**src/rtl/tdm_demux4.sv**
```systemverilog
// tdm_demux4: receiving end of a 4:1 channel multiplexer.
// Collects four consecutive valid words (slot 0 flagged by in_sof) into
// shadow registers and commits a whole frame to the four channel outputs
// at once. Early SOFs abort the partial frame, pulse frame_err and bump a
// saturating error counter.
module tdm_demux4 #(
    parameter int W = 8
) (
    input  logic         clk,
    input  logic         rst,
    input  logic         in_valid,
    input  logic         in_sof,
    input  logic [W-1:0] in_data,
    output logic [W-1:0] ch0,
    output logic [W-1:0] ch1,
    output logic [W-1:0] ch2,
    output logic [W-1:0] ch3,
    output logic         out_valid,
    output logic         frame_err,
    output logic [7:0]   err_cnt
);

    typedef enum logic {
        HUNT = 1'b0,
        RECV = 1'b1
    } state_t;

    state_t       state_q, state_d;
    logic [1:0]   slot_q, slot_d;
    logic [W-1:0] sh0_q, sh0_d;
    logic [W-1:0] sh1_q, sh1_d;
    logic [W-1:0] sh2_q, sh2_d;
    logic [W-1:0] ch0_q, ch0_d;
    logic [W-1:0] ch1_q, ch1_d;
    logic [W-1:0] ch2_q, ch2_d;
    logic [W-1:0] ch3_q, ch3_d;
    logic         out_valid_q, out_valid_d;
    logic         frame_err_q, frame_err_d;
    logic [7:0]   err_cnt_q, err_cnt_d;

    // State, shadow, channel and status registers; reset clears everything.
    always_ff @(posedge clk) begin
        if (rst) begin
            state_q     <= HUNT;
            slot_q      <= '0;
            sh0_q       <= '0;
            sh1_q       <= '0;
            sh2_q       <= '0;
            ch0_q       <= '0;
            ch1_q       <= '0;
            ch2_q       <= '0;
            ch3_q       <= '0;
            out_valid_q <= 1'b0;
            frame_err_q <= 1'b0;
            err_cnt_q   <= '0;
        end else begin
            state_q     <= state_d;
            slot_q      <= slot_d;
            sh0_q       <= sh0_d;
            sh1_q       <= sh1_d;
            sh2_q       <= sh2_d;
            ch0_q       <= ch0_d;
            ch1_q       <= ch1_d;
            ch2_q       <= ch2_d;
            ch3_q       <= ch3_d;
            out_valid_q <= out_valid_d;
            frame_err_q <= frame_err_d;
            err_cnt_q   <= err_cnt_d;
        end
    end

    // Framing FSM: slot capture, frame commit and early-SOF handling.
    always_comb begin
        state_d     = state_q;
        slot_d      = slot_q;
        sh0_d       = sh0_q;
        sh1_d       = sh1_q;
        sh2_d       = sh2_q;
        ch0_d       = ch0_q;
        ch1_d       = ch1_q;
        ch2_d       = ch2_q;
        ch3_d       = ch3_q;
        out_valid_d = 1'b0;
        frame_err_d = 1'b0;
        err_cnt_d   = err_cnt_q;

        case (state_q)
            HUNT: begin
                // Non-SOF words while hunting are silently dropped.
                if (in_valid && in_sof) begin
                    sh0_d   = in_data;
                    slot_d  = 2'd1;
                    state_d = RECV;
                end
            end
            RECV: begin
                if (in_valid) begin
                    if (in_sof) begin
                        // Early SOF restarts the frame with this word as slot 0.
                        frame_err_d = 1'b1;
                        sh0_d       = in_data;
                        slot_d      = 2'd1;
                        if (err_cnt_q != 8'hFF) begin
                            err_cnt_d = err_cnt_q + 8'd1;
                        end
                    end else begin
                        case (slot_q)
                            2'd1: begin
                                sh1_d  = in_data;
                                slot_d = 2'd2;
                            end
                            2'd2: begin
                                sh2_d  = in_data;
                                slot_d = 2'd3;
                            end
                            2'd3: begin
                                ch0_d       = sh0_q;
                                ch1_d       = sh1_q;
                                ch2_d       = sh2_q;
                                ch3_d       = in_data;
                                out_valid_d = 1'b1;
                                slot_d      = 2'd0;
                                state_d     = HUNT;
                            end
                            default: begin
                                // Slot 0 is never held in RECV; fall back to hunting.
                                slot_d  = 2'd0;
                                state_d = HUNT;
                            end
                        endcase
                    end
                end
            end
            default: begin
                state_d = HUNT;
                slot_d  = 2'd0;
            end
        endcase
    end

    assign ch0       = ch0_q;
    assign ch1       = ch1_q;
    assign ch2       = ch2_q;
    assign ch3       = ch3_q;
    assign out_valid = out_valid_q;
    assign frame_err = frame_err_q;
    assign err_cnt   = err_cnt_q;

endmodule

```
**config.mk**
```make
export PLATFORM = sky130hd
export DESIGN_NAME = tdm_demux4
export DESIGN_NICKNAME = d
export VERILOG_FILES = /design/src/rtl/tdm_demux4.sv
export SDC_FILE = /design/constraint.sdc
export NUM_CORES = 1
export LEC_CHECK = 0
export CAP_MARGIN = 20
export CORE_MARGIN = 4
export CORE_UTILIZATION = 53
export CTS_CLUSTER_DIAMETER = 40
export DETAILED_ROUTE_END_ITERATION = 10
export PLACE_DENSITY = 0.83
export SLEW_MARGIN = 20
export SYNTH_ARGS = -nofsm -noshare
export SYNTH_HDL_FRONTEND = slang
export SYNTH_SLANG_ARGS = --single-unit
```
**constraint.sdc**
```tcl
create_clock -name clk -period 3.92 [get_ports clk]
set_input_delay 1.176 -clock clk [delete_from_list [all_inputs] [get_ports clk]]
set_output_delay 1.176 -clock clk [all_outputs]
set_load 0.01 [all_outputs]
```
After elaboration in Yosys (flattened, before gate mapping)
Cells that the tools add are included.
{"block": "op_classes", "eq_ne": 7, "bitwise_logic": 3, "n_addsub": 1, "n_reduce_logical": 10, "muxes": 16}
{"cell": "8-bit 2-to-1 mux", "count": 3}
{"cell": "8-bit one-hot mux with 2 select lines", "count": 1}
{"cell": "4-bit AND reduction", "count": 4}
{"cell": "8-bit by 1-bit adder with 8-bit output, second input constant", "count": 1}
{"cell": "8-bit inequality test, second input constant", "count": 1}
{"cell": "2-bit one-hot mux with 2 select lines", "count": 2}
{"cell": "1-bit 2-to-1 mux", "count": 6}
{"cell": "2-bit 2-to-1 mux", "count": 3}
{"cell": "2-bit inequality test, second input constant", "count": 3}
{"cell": "2-bit == test, second input constant", "count": 2}
{"cell": "4-bit OR reduction", "count": 1}
{"cell": "1-bit inverter", "count": 3}
{"cell": "3-bit AND reduction", "count": 1}
{"cell": "3-bit OR reduction", "count": 1}
{"cell": "2-bit by 1-bit == test with 1-bit output, second input constant", "count": 1}
{"cell": "1-bit one-hot mux with 2 select lines", "count": 1}
{"cell": "2-bit AND reduction", "count": 1}
{"cell": "2-bit OR reduction", "count": 1}
{"cell": "1-bit logical AND", "count": 1}
{"block": "totals", "register_bits": 69, "output_inout_bits": 42, "input_bits": 12, "wordCells": 49}

Depth between registers and ports, before layout
Gate-level depths: netlist (run 1).
{"block": "logic_depth", "word_depth": 6, "depth_mapped": 6, "mapped_depth_nobuf": 5}

Least setup slack after synthesis (run 1)
No wires, ideal clock.
{"block": "synth_path", "kind": "input to register", "start": "input port in_valid", "end": "register err_cnt_q[6] (netlist: err_cnt[6])", "setup_time_ns": 0.070, "arrival_time_ns": 2.083, "stages": 5, "required_time_ns": 3.850, "setup_slack_ns": 1.766, "n_path_buf": 1, "cell_sequence": "and2_1 buf_6 nand2_2 or4_1 a21oi_1"}
{"block": "synth_via", "elab_chain_cells": 1}
{"item": "from (decl)", "line_no": "11", "text": "input logic in_valid,"}
{"item": "4-bit AND reduction (no line)"}
{"item": "to (signal assigned)", "line_no": "68", "text": "err_cnt_q <= err_cnt_d;"}
{"item": "to (decl)", "line_no": "39", "text": "logic [7:0] err_cnt_q, err_cnt_d;"}
Every way passes these cells.
A chain may end at the register's enable or synchronous reset.

Worst setup path in the final report (run 1)
{"block": "layout_path", "start": "input port in_valid", "end": "register ch2_q[4] (netlist: ch2[4])"}
{"block": "layout_via", "elab_chain_cells": 1}
{"item": "4-bit AND reduction (no line)"}
{"item": "to (signal assigned)", "line_no": "64", "text": "ch2_q <= ch2_d;"}
{"item": "to (decl)", "line_no": "35", "text": "logic [W-1:0] ch2_q, ch2_d;"}
Every way passes these cells.

==> results of run 1 <==
==> how the worst max path moves through the flow <==
stage | from | endpoint | slack, ps
after floorplan | in_valid | err_cnt[6]$_SDFFE_PP0P_ | 1770
after global placement | in_valid | ch2[2]$_SDFFE_PP0P_ | 730
after detailed placement | in_valid | ch2[4]$_SDFFE_PP0P_ | 690
after CTS | in_valid | ch2[4]$_SDFFE_PP0P_ | 1060
after global routing | in_valid | ch2[3]$_SDFFE_PP0P_ | 890
final | in_valid | ch2[4]$_SDFFE_PP0P_ | 1070
==> cells in the final DEF (no fill, tap or decap) <==
master             n
a21oi_1           59
and2_1             5
and3_1             3
and3b_1            1
buf_4              3
bufinv_16          2
clkbuf_8          11
clkdlybuf4s50_1   52
clkinv_2           1
clkinvlp_4         1
dfxtp_1           69
ha_1               4
inv_1              2
inv_6              1
mux2i_1            1
nand2_1          119
nand2_2            1
nand3_1            1
nand3b_1           1
nand4_1            1
nor2_1            10
nor2b_1            1
o2111ai_1          1
o211ai_1           3
o21a_1             1
o21ai_0            1
o21ai_1            1
o22ai_1            2
o31ai_1            1
or3_1              1
or4_1              1
xor2_1             5
==> cell type report <==
| cell class | count | area [um^2] |
|---|---|---|
| Clock inverter | 5 | 81.3 |
| Timing Repair Buffer | 55 | 543 |
| Fill cell | 354 | 1190 |
| Inverter | 2 | 7.51 |
| Multi-Input combinational cell | 224 | 1060 |
| Sequential cell | 69 | 1380 |
| Tap cell | 52 | 65.1 |
| Clock buffer | 11 | 151 |
==> worst max-delay path, delay by kind of cell <==
family | cells | cell delay (ps)
buffers and inverters | 2 | 950
AND/OR/NAND/NOR | 3 | 850
AO/OA/AOI/OAI | 1 | 60
==> synthesized netlist by cell type <==
cell       count
o21ai_1        1
buf_2          3
nor2_1        10
o2111ai_1      1
nand4_1        1
or4_1          1
nor2b_1        1
o21a_1         1
o31ai_1        1
ha_1           4
nand2_1      119
or3_1          1
nand3_1        1
a21oi_1       59
o22ai_1        2
o211ai_1       3
clkbuf_1      13
inv_1          2
and3b_1        1
nand2_2        1
mux2i_1        1
xor2_1         5
buf_6          1
nand3b_1       1
dfxtp_1       69
buf_1          1
and3_1         3
and2_1         5
o21ai_0        1
==> metal layers <==
layer / wire (um) / up-vias / track usage
li1: - / 1114 / -
met1: 2590 / 1021 / 0.243
met2: 2680 / 52 / 0.326
met3: 221 / 15 / 0.0492
met4: 152 / 0 / 0.109
met5: 0 / - / 0
==> registers in the layout, summed over array words and instances, names as in the netlist <==
| register | flops |
|---|---|
| out_valid | 1 |
| frame_err | 1 |
| slot_q | 2 |
| ch3 | 8 |
| state_q | 1 |
| sh0_q | 8 |
| ch2 | 8 |
| sh2_q | 8 |
| ch1 | 8 |
| sh1_q | 8 |
| err_cnt | 8 |
| ch0 | 8 |
==> per-stage QoR <==
stage | cells | hold slack, ps | setup slack [ps]
global placement | 402 | 439 | 731
detailed placement | 402 | 444 | 693
global route | 418 | 469 | 887
floorplan | 313 | 432 | 1770
CTS | 418 | 454 | 1060
finish | 418 | 453 | 1070
==> logic make-up (layout without fill, tap and decap cells) <==
logic type,after synthesis,count (layout),synth area share
flops,69,69,0.547
buf+inv,20,73,0.0342
compound gates,69,69,0.144
simple gates,145,145,0.233
fa+ha+maj,4,4,0.0198
mux,1,1,0.00397
xor+xnor,5,5,0.0174
==> report_power, final <==
part	internal [mW]	switching (mW)
Clock	0.394	0.266
Combinational	0.0176	0.0284
Sequential	0.707	0.00431
==> out/summary.txt, run 1 <==
number of cell rows = 24
Total Power = 1.42 mW
largest net degree at the start of global routing = 70
Synth top area share = 0.547
Setup CP Type = in2reg
Max Freq = 351 MHz
Critical Path RT = 4110 ps
Final Cycle Share = 0.727
hold crit path type = reg2reg
Cell Chain, Critical Path = clkdlybuf4s50_1 > and3b_1 > nand2_1 > buf_4 > nand2_1 > a21oi_1
Clock Tree Root = clkbuf_8
hpwl dp = 3710 um
Netlist cell types = 29
Reg-to-Reg Start = state_q$_SDFF_PP0_
Post-DP Area = 0.00305 mm^2
Area contributors post-synth = dfxtp_1 (55%), nand2_1 (18%), a21oi_1 (12%)
cts bufs inserted = 9
startpoint types = input pin
H-tree depth = 3
diode count = 0
Hold Path Cell Cnt = 2
mean post-synth cell area = 8.06 um^2
P per Cell Area = 431 mW/mm^2
Final TNS setup = 0 ps
Die H = 77.0 um
clk_lat worst skew = 340 ps
starting density of the core = 0.564
slew margin rel. = 0.453
Leak = 1.13 nW
clk buf depth = 2
Final Skew = 11.8 ps
Core Box Area = 0.00447 mm^2
most used cell, CP = nand2_1
# port buffers = 53
Vias/cell = 5.27
Syn Inst Count = 313
Crit path arrival time = 3040 ps
Yosys top cell by area = dfxtp_1
hold path endpoint = ch1[2]$_SDFFE_PP0P_
CTS tree = done
initial antenna violation count = 0
Die X-Extent = 77.0 um
Max VDD drop = 0.000310 V
DRC = 0
Synth-to-Final Area Change = 30.2%
Critical R2R Capture = ch2[4]$_SDFFE_PP0P_
gp weighted congestion = 0.830
RSZ-0062 raised after global routing = no
Resized cells post-CTS = 0
Setup Viol. Count Final = 0
status = finished, final reports clean
crit path capture type = flop
max cap viols = 0
# IOs = 54
Routed WL per cell = 13.5 um
Post-CTS Hold Buffers = 0
antenna-violating nets left = 0
wirelength, routed = 5640 um
Setup Fix Bufs, Post-CTS = 0
vias in the first global route = 2065
share of layout cells above drive strength 1 = 0.0546
Layout Cell Area excl Fill = 0.00329 mm^2
Worst-Margin Slew = 818 ps
via count = 2202
FF-to-FF setup slack = 2070 ps
Synth Cell Area = 0.00252 mm^2
Final Util = 0.734
Tmin final = 2850 ps
crit-path max FO = 25
global route total overflow = 0
first-pass GRT wire length = 9470 um
final-stage net count = 377
R2R depth = 5
slowest CP cell = clkdlybuf4s50_1
fin. max-slew vios = 0
Yosys warnings = 0
post-synthesis sequential area ratio = 0.547
Synth Register Bits = 69
CTS clk-pin slew, worst paths = 80 ps
initial drt markers = 102
syn nets = 329
final hold vios = 0
router iterations before antenna repair = 4
CP max stage delay = 560 ps
Total GRT Usage = 0.200
die area = 0.00593 mm^2
HP Start = ch1[2]$_SDFFE_PP0P_
Sink Count = 69
Power figures use the tool's default switching activity.
==> run 2, diff against run 1 <==
--- a/config.mk
+++ b/config.mk
@@ -7,10 +7,10 @@
 export LEC_CHECK = 0
 export CAP_MARGIN = 20
 export CORE_MARGIN = 4
-export CORE_UTILIZATION = 53
+export CORE_UTILIZATION = 45
 export CTS_CLUSTER_DIAMETER = 40
 export DETAILED_ROUTE_END_ITERATION = 10
-export PLACE_DENSITY = 0.83
+export PLACE_DENSITY = 0.75
 export SLEW_MARGIN = 20
 export SYNTH_ARGS = -nofsm -noshare
 export SYNTH_HDL_FRONTEND = slang
==> constraint.sdc (replaced) <==
create_clock -name clk -period 2.5 [get_ports clk]
set_input_delay 0.75 -clock clk [delete_from_list [all_inputs] [get_ports clk]]
set_output_delay 0.75 -clock clk [all_outputs]
set_load 0.01 [all_outputs]
==> run 2 against run 1 <==
Net effect: sequential power rose by 58%; cell area grew 1.1%; setup slack got worse by 630 ps; via count shrank 2.3%; largest power group unchanged; sequential share of layout area shrank 0.46 points.
==> out/summary.txt, run 2 (synthesized netlist as in run 1, its figures left out) <==
status = finished, final reports clean
starting density of the core = 0.461
Layout Cell Area excl Fill = 0.00332 mm^2
Post-CTS Hold Buffers = 0
clk buf depth = 2
Crit path max-delay family = buffers and inverters
number of buffers and inverters on the critical path = 1
Setup Fix Bufs, Post-CTS = 0
Routed WL per cell = 12.6 um
Final Cycle Share = 0.824
Synth-to-Final Area Change = 31.6%
Cell Chain, Critical Path = clkdlybuf4s50_1
Non-Filler Instances = 443
Max VDD drop = 0.000371 V
Crit path arrival time = 1310 ps
commonest cells after routing, fill and taps aside = nand2_1 (119), dfxtp_1 (69), a21oi_1 (59), clkdlybuf4s50_1 (52), nor2_1 (10)
Sink Count = 69
Final Util = 0.607
CTS tree = done
Tmin final = 2060 ps
Die H = 82.9 um
Resized cells post-CTS = 0
DRC = 0
# IOs = 54
cts bufs inserted = 9
number of cell rows = 27
hold crit path type = reg2reg
initial antenna violation count = 0
final-stage net count = 382
router iterations before antenna repair = 4
Leak = 1.15 nW
H-tree depth = 3
hpwl dp = 3800 um
max cap viols = 0
Final Skew = 6.23 ps
Place WS = 182 ps
CTS clk-pin slew, worst paths = 70 ps
crit path capture type = primary output
vias in the first global route = 2114
Worst-Margin Slew = 473 ps
gp weighted congestion = 0.746
RSZ-0062 raised after global routing = no
Total Power = 2.05 mW
crit-path max FO = 6
share of layout cells above drive strength 1 = 0.0593
Setup Viol. Count Final = 0
initial drt markers = 143
fin. max-slew vios = 0
via count = 2152
final hold vios = 0
diode count = 0
Post-DP Area = 0.00314 mm^2
startpoint types = flop
fill count = 503
Core Box Area = 0.00547 mm^2
multi-input logic area = 0.00106 mm^2
Clock Tree Root = clkbuf_8
Total GRT Usage = 0.166
Max Freq = 485 MHz
P per Cell Area = 616 mW/mm^2
most common cell after layout, fill and taps aside = nand2_1
Placed Cells = 427
wirelength, routed = 5580 um
Final TNS setup = 0 ps
global route total overflow = 0
slew margin rel. = 0.685
Die X-Extent = 82.9 um
largest net degree at the start of global routing = 35
die area = 0.00687 mm^2
CP max stage delay = 570 ps
final worst setup slack = 440 ps
slowest CP cell = clkdlybuf4s50_1
clk_lat worst skew = 330 ps
sequential cell area = 0.00138 mm^2
worst-case hold slack = 454 ps
Vias/cell = 4.86
Setup CP Type = reg2out
# port buffers = 53
first-pass GRT wire length = 9330 um
antenna-violating nets left = 0
Critical Path RT = 1750 ps
run 2: changes by cell type in the layout (fill, tap and decap cells not counted), moves of 2 or more:
cell,change
buf_4,+2
clkbuf_8,-2
clkbuf_1,+3
buf_12,+2
run 2: worst paths after layout:
| check | startpoint | to | slack, ps | cells after the start |
|---|---|---|---|---|
| hold / removal | sh0_q[5]$_SDFFE_PP0P_ | ch0[5]$_SDFFE_PP0P_ | 450 | 2 |
| setup reg to reg | err_cnt[0]$_SDFFE_PP0P_ | err_cnt[1]$_SDFFE_PP0P_ | 990 | 5 |
| setup / recovery | err_cnt[2]$_SDFFE_PP0P_ | err_cnt[2] | 440 | 1 |
| hold reg to reg | sh0_q[5]$_SDFFE_PP0P_ | ch0[5]$_SDFFE_PP0P_ | 450 | 2 |
run 2: cell type report:
class / count / share of cell area
flip-flops and latches: 69 / 0.416
multi-input cells: 224 / 0.318
repair buffers: 60 / 0.182
clock buffers: 12 / 0.0407
well taps: 72 / 0.0271
clock inverters: 4 / 0.0147
inverters: 2 / 0.00226
run 2: per-layer routing:
layer / vias up / routed length, um / GRT usage
li1: 1125 / - / -
met4: 0 / 73 / 0.0892
met2: 45 / 2540 / 0.265
met1: 975 / 2780 / 0.211
met3: 7 / 185 / 0.0308
met5: - / 0 / 0
run 2: tightest hold or removal path, cell delays in order (launching register included):
cell	delay [ps]
dfxtp_1	310
nand2_1	50
a21oi_1	50
run 2: power by group:
| group | switching [mW] | internal, mW |
|---|---|---|
| sequential | 0.00684 | 1.11 |
| clock | 0.390 | 0.461 |
| combinational | 0.0466 | 0.0324 |
| total | 0.444 | 1.60 |
==> run 3, diff against run 2 <==
==> constraint.sdc (replaced) <==
create_clock -name clk -period 1.69 [get_ports clk]
set_input_delay 0.507 -clock clk [delete_from_list [all_inputs] [get_ports clk]]
set_output_delay 0.507 -clock clk [all_outputs]
set_load 0.01 [all_outputs]
==> run 3 against run 2 <==
Net effect: setup slack worse by 390 ps; utilization grew 0.23 points; global-route usage is 0.47 points higher; flip-flop and latch count did not move; routed wire length rose by 2.0%; sequential share of layout area shrank 0.12 points; combinational power grew 51%; highest routed layer unchanged.
==> out/summary.txt, run 3 (synthesized netlist as in run 1, its figures left out) <==
Final Skew = 5.33 ps
Resized cells post-CTS = 42
max cap viols = 0
diode count = 0
via count = 2224
global route total overflow = 0
commonest cells after routing, fill and taps aside = nand2_1 (119), dfxtp_1 (68), a21oi_1 (59), dlygate4sd2_1 (41)
Core Box Area = 0.00547 mm^2
router iterations before antenna repair = 4
clk_lat worst skew = 340 ps
P per Cell Area = 931 mW/mm^2
final hold vios = 0
Die H = 82.9 um
initial antenna violation count = 0
most common cell after layout, fill and taps aside = nand2_1
Max VDD drop = 0.000406 V
number of cell rows = 27
largest net degree at the start of global routing = 44
Total Power = 3.10 mW
Leak = 1.40 nW
crit-path max FO = 6
Final Cycle Share = 0.969
Total GRT Usage = 0.170
# IOs = 54
Die X-Extent = 82.9 um
Critical Path RT = 1960 ps
fin. max-slew vios = 0
crit path capture type = flop
fill count = 509
first-pass GRT wire length = 9570 um
initial drt markers = 88
Max Freq = 611 MHz
H-tree depth = 3
Routed WL per cell = 12.7 um
DRC = 0
Clock Tree Root = clkbuf_8
starting density of the core = 0.461
Setup Viol. Count Final = 0
vias in the first global route = 2123
Tmin final = 1640 ps
Non-Filler Instances = 448
Synth-to-Final Area Change = 32.1%
Final TNS setup = 0 ps
slew margin rel. = 0.772
Sink Count = 69
Crit path arrival time = 1910 ps
Worst-Margin Slew = 340 ps
CTS clk-pin slew, worst paths = 80 ps
Setup CP Type = in2reg
share of layout cells above drive strength 1 = 0.0878
clk buf depth = 2
hpwl dp = 3860 um
startpoint types = input pin
Post-DP Area = 0.00318 mm^2
multi-input logic area = 0.00106 mm^2
Post-CTS Hold Buffers = 0
status = finished, final reports clean
gp weighted congestion = 0.716
RSZ-0062 raised after global routing = yes
antenna-violating nets left = 0
# port buffers = 53
cts bufs inserted = 9
final-stage net count = 387
Setup Fix Bufs, Post-CTS = 0
Vias/cell = 4.96
Layout Cell Area excl Fill = 0.00333 mm^2
CTS tree = done
wirelength, routed = 5690 um
Placed Cells = 432
Final Util = 0.609
die area = 0.00687 mm^2
hold crit path type = reg2reg
sequential cell area = 0.00138 mm^2
## run 3: cell count changes in the layout (fill, tap and decap cells not counted), moves of 2 or more
cell / delta
clkinvlp_4: +3
buf_4: +5
clkdlybuf4s50_1: -43
dlymetal6s2s_1: +2
clkbuf_1: -3
dlygate4sd2_1: +41
## run 3: routing by layer
layer  wire [um]  vias to the layer above  track usage
met3         318                        6       0.0526
met5           0                        -            0
met4          66                        0       0.0669
met1        2630                     1023        0.213
li1            -                     1137            -
met2        2680                       58        0.273
## run 3: through the flow
stage               worst slack, ps  hold WS [ps]
floorplan                       205           432
global placement               -289           441
detailed placement             -326           445
CTS                            2.59           454
global route                  0.207           470
finish                         52.5           449
## run 3: final timing paths
kind                                start                       to  slack [ps]  depth (start not counted)
setup / recovery                   in_sof  err_cnt[6]$_SDFFE_PP0P_          50                          5
hold / removal      sh0_q[5]$_SDFFE_PP0P_      ch0[5]$_SDFFE_PP0P_         450                          2
setup reg to reg  err_cnt[0]$_SDFFE_PP0P_  err_cnt[1]$_SDFFE_PP0P_         160                          5
hold reg to reg     sh0_q[5]$_SDFFE_PP0P_      ch0[5]$_SDFFE_PP0P_         450                          2
## run 3: worst max-delay path, cell delays in order
cell	delay (ps)
clkdlybuf4s50_1	540
and2_4	180
nand2_2	50
or4_1	500
a21oi_1	140
## run 3: final cells by class
type,instances,share of cell area
inverter,2,0.00225
multi-input combinational,224,0.318
clock buffer,10,0.0413
sequential,69,0.415
clock inverter,6,0.0188
tap,72,0.0270
timing repair buffer,65,0.178
## run 3: power breakdown
group | total, mW | internal [mW] | switching [mW]
clock network | 1.34 | 0.715 | 0.621
registers | 1.65 | 1.64 | 0.0103
logic | 0.119 | 0.0503 | 0.0682
total | 3.10 | 2.41 | 0.699
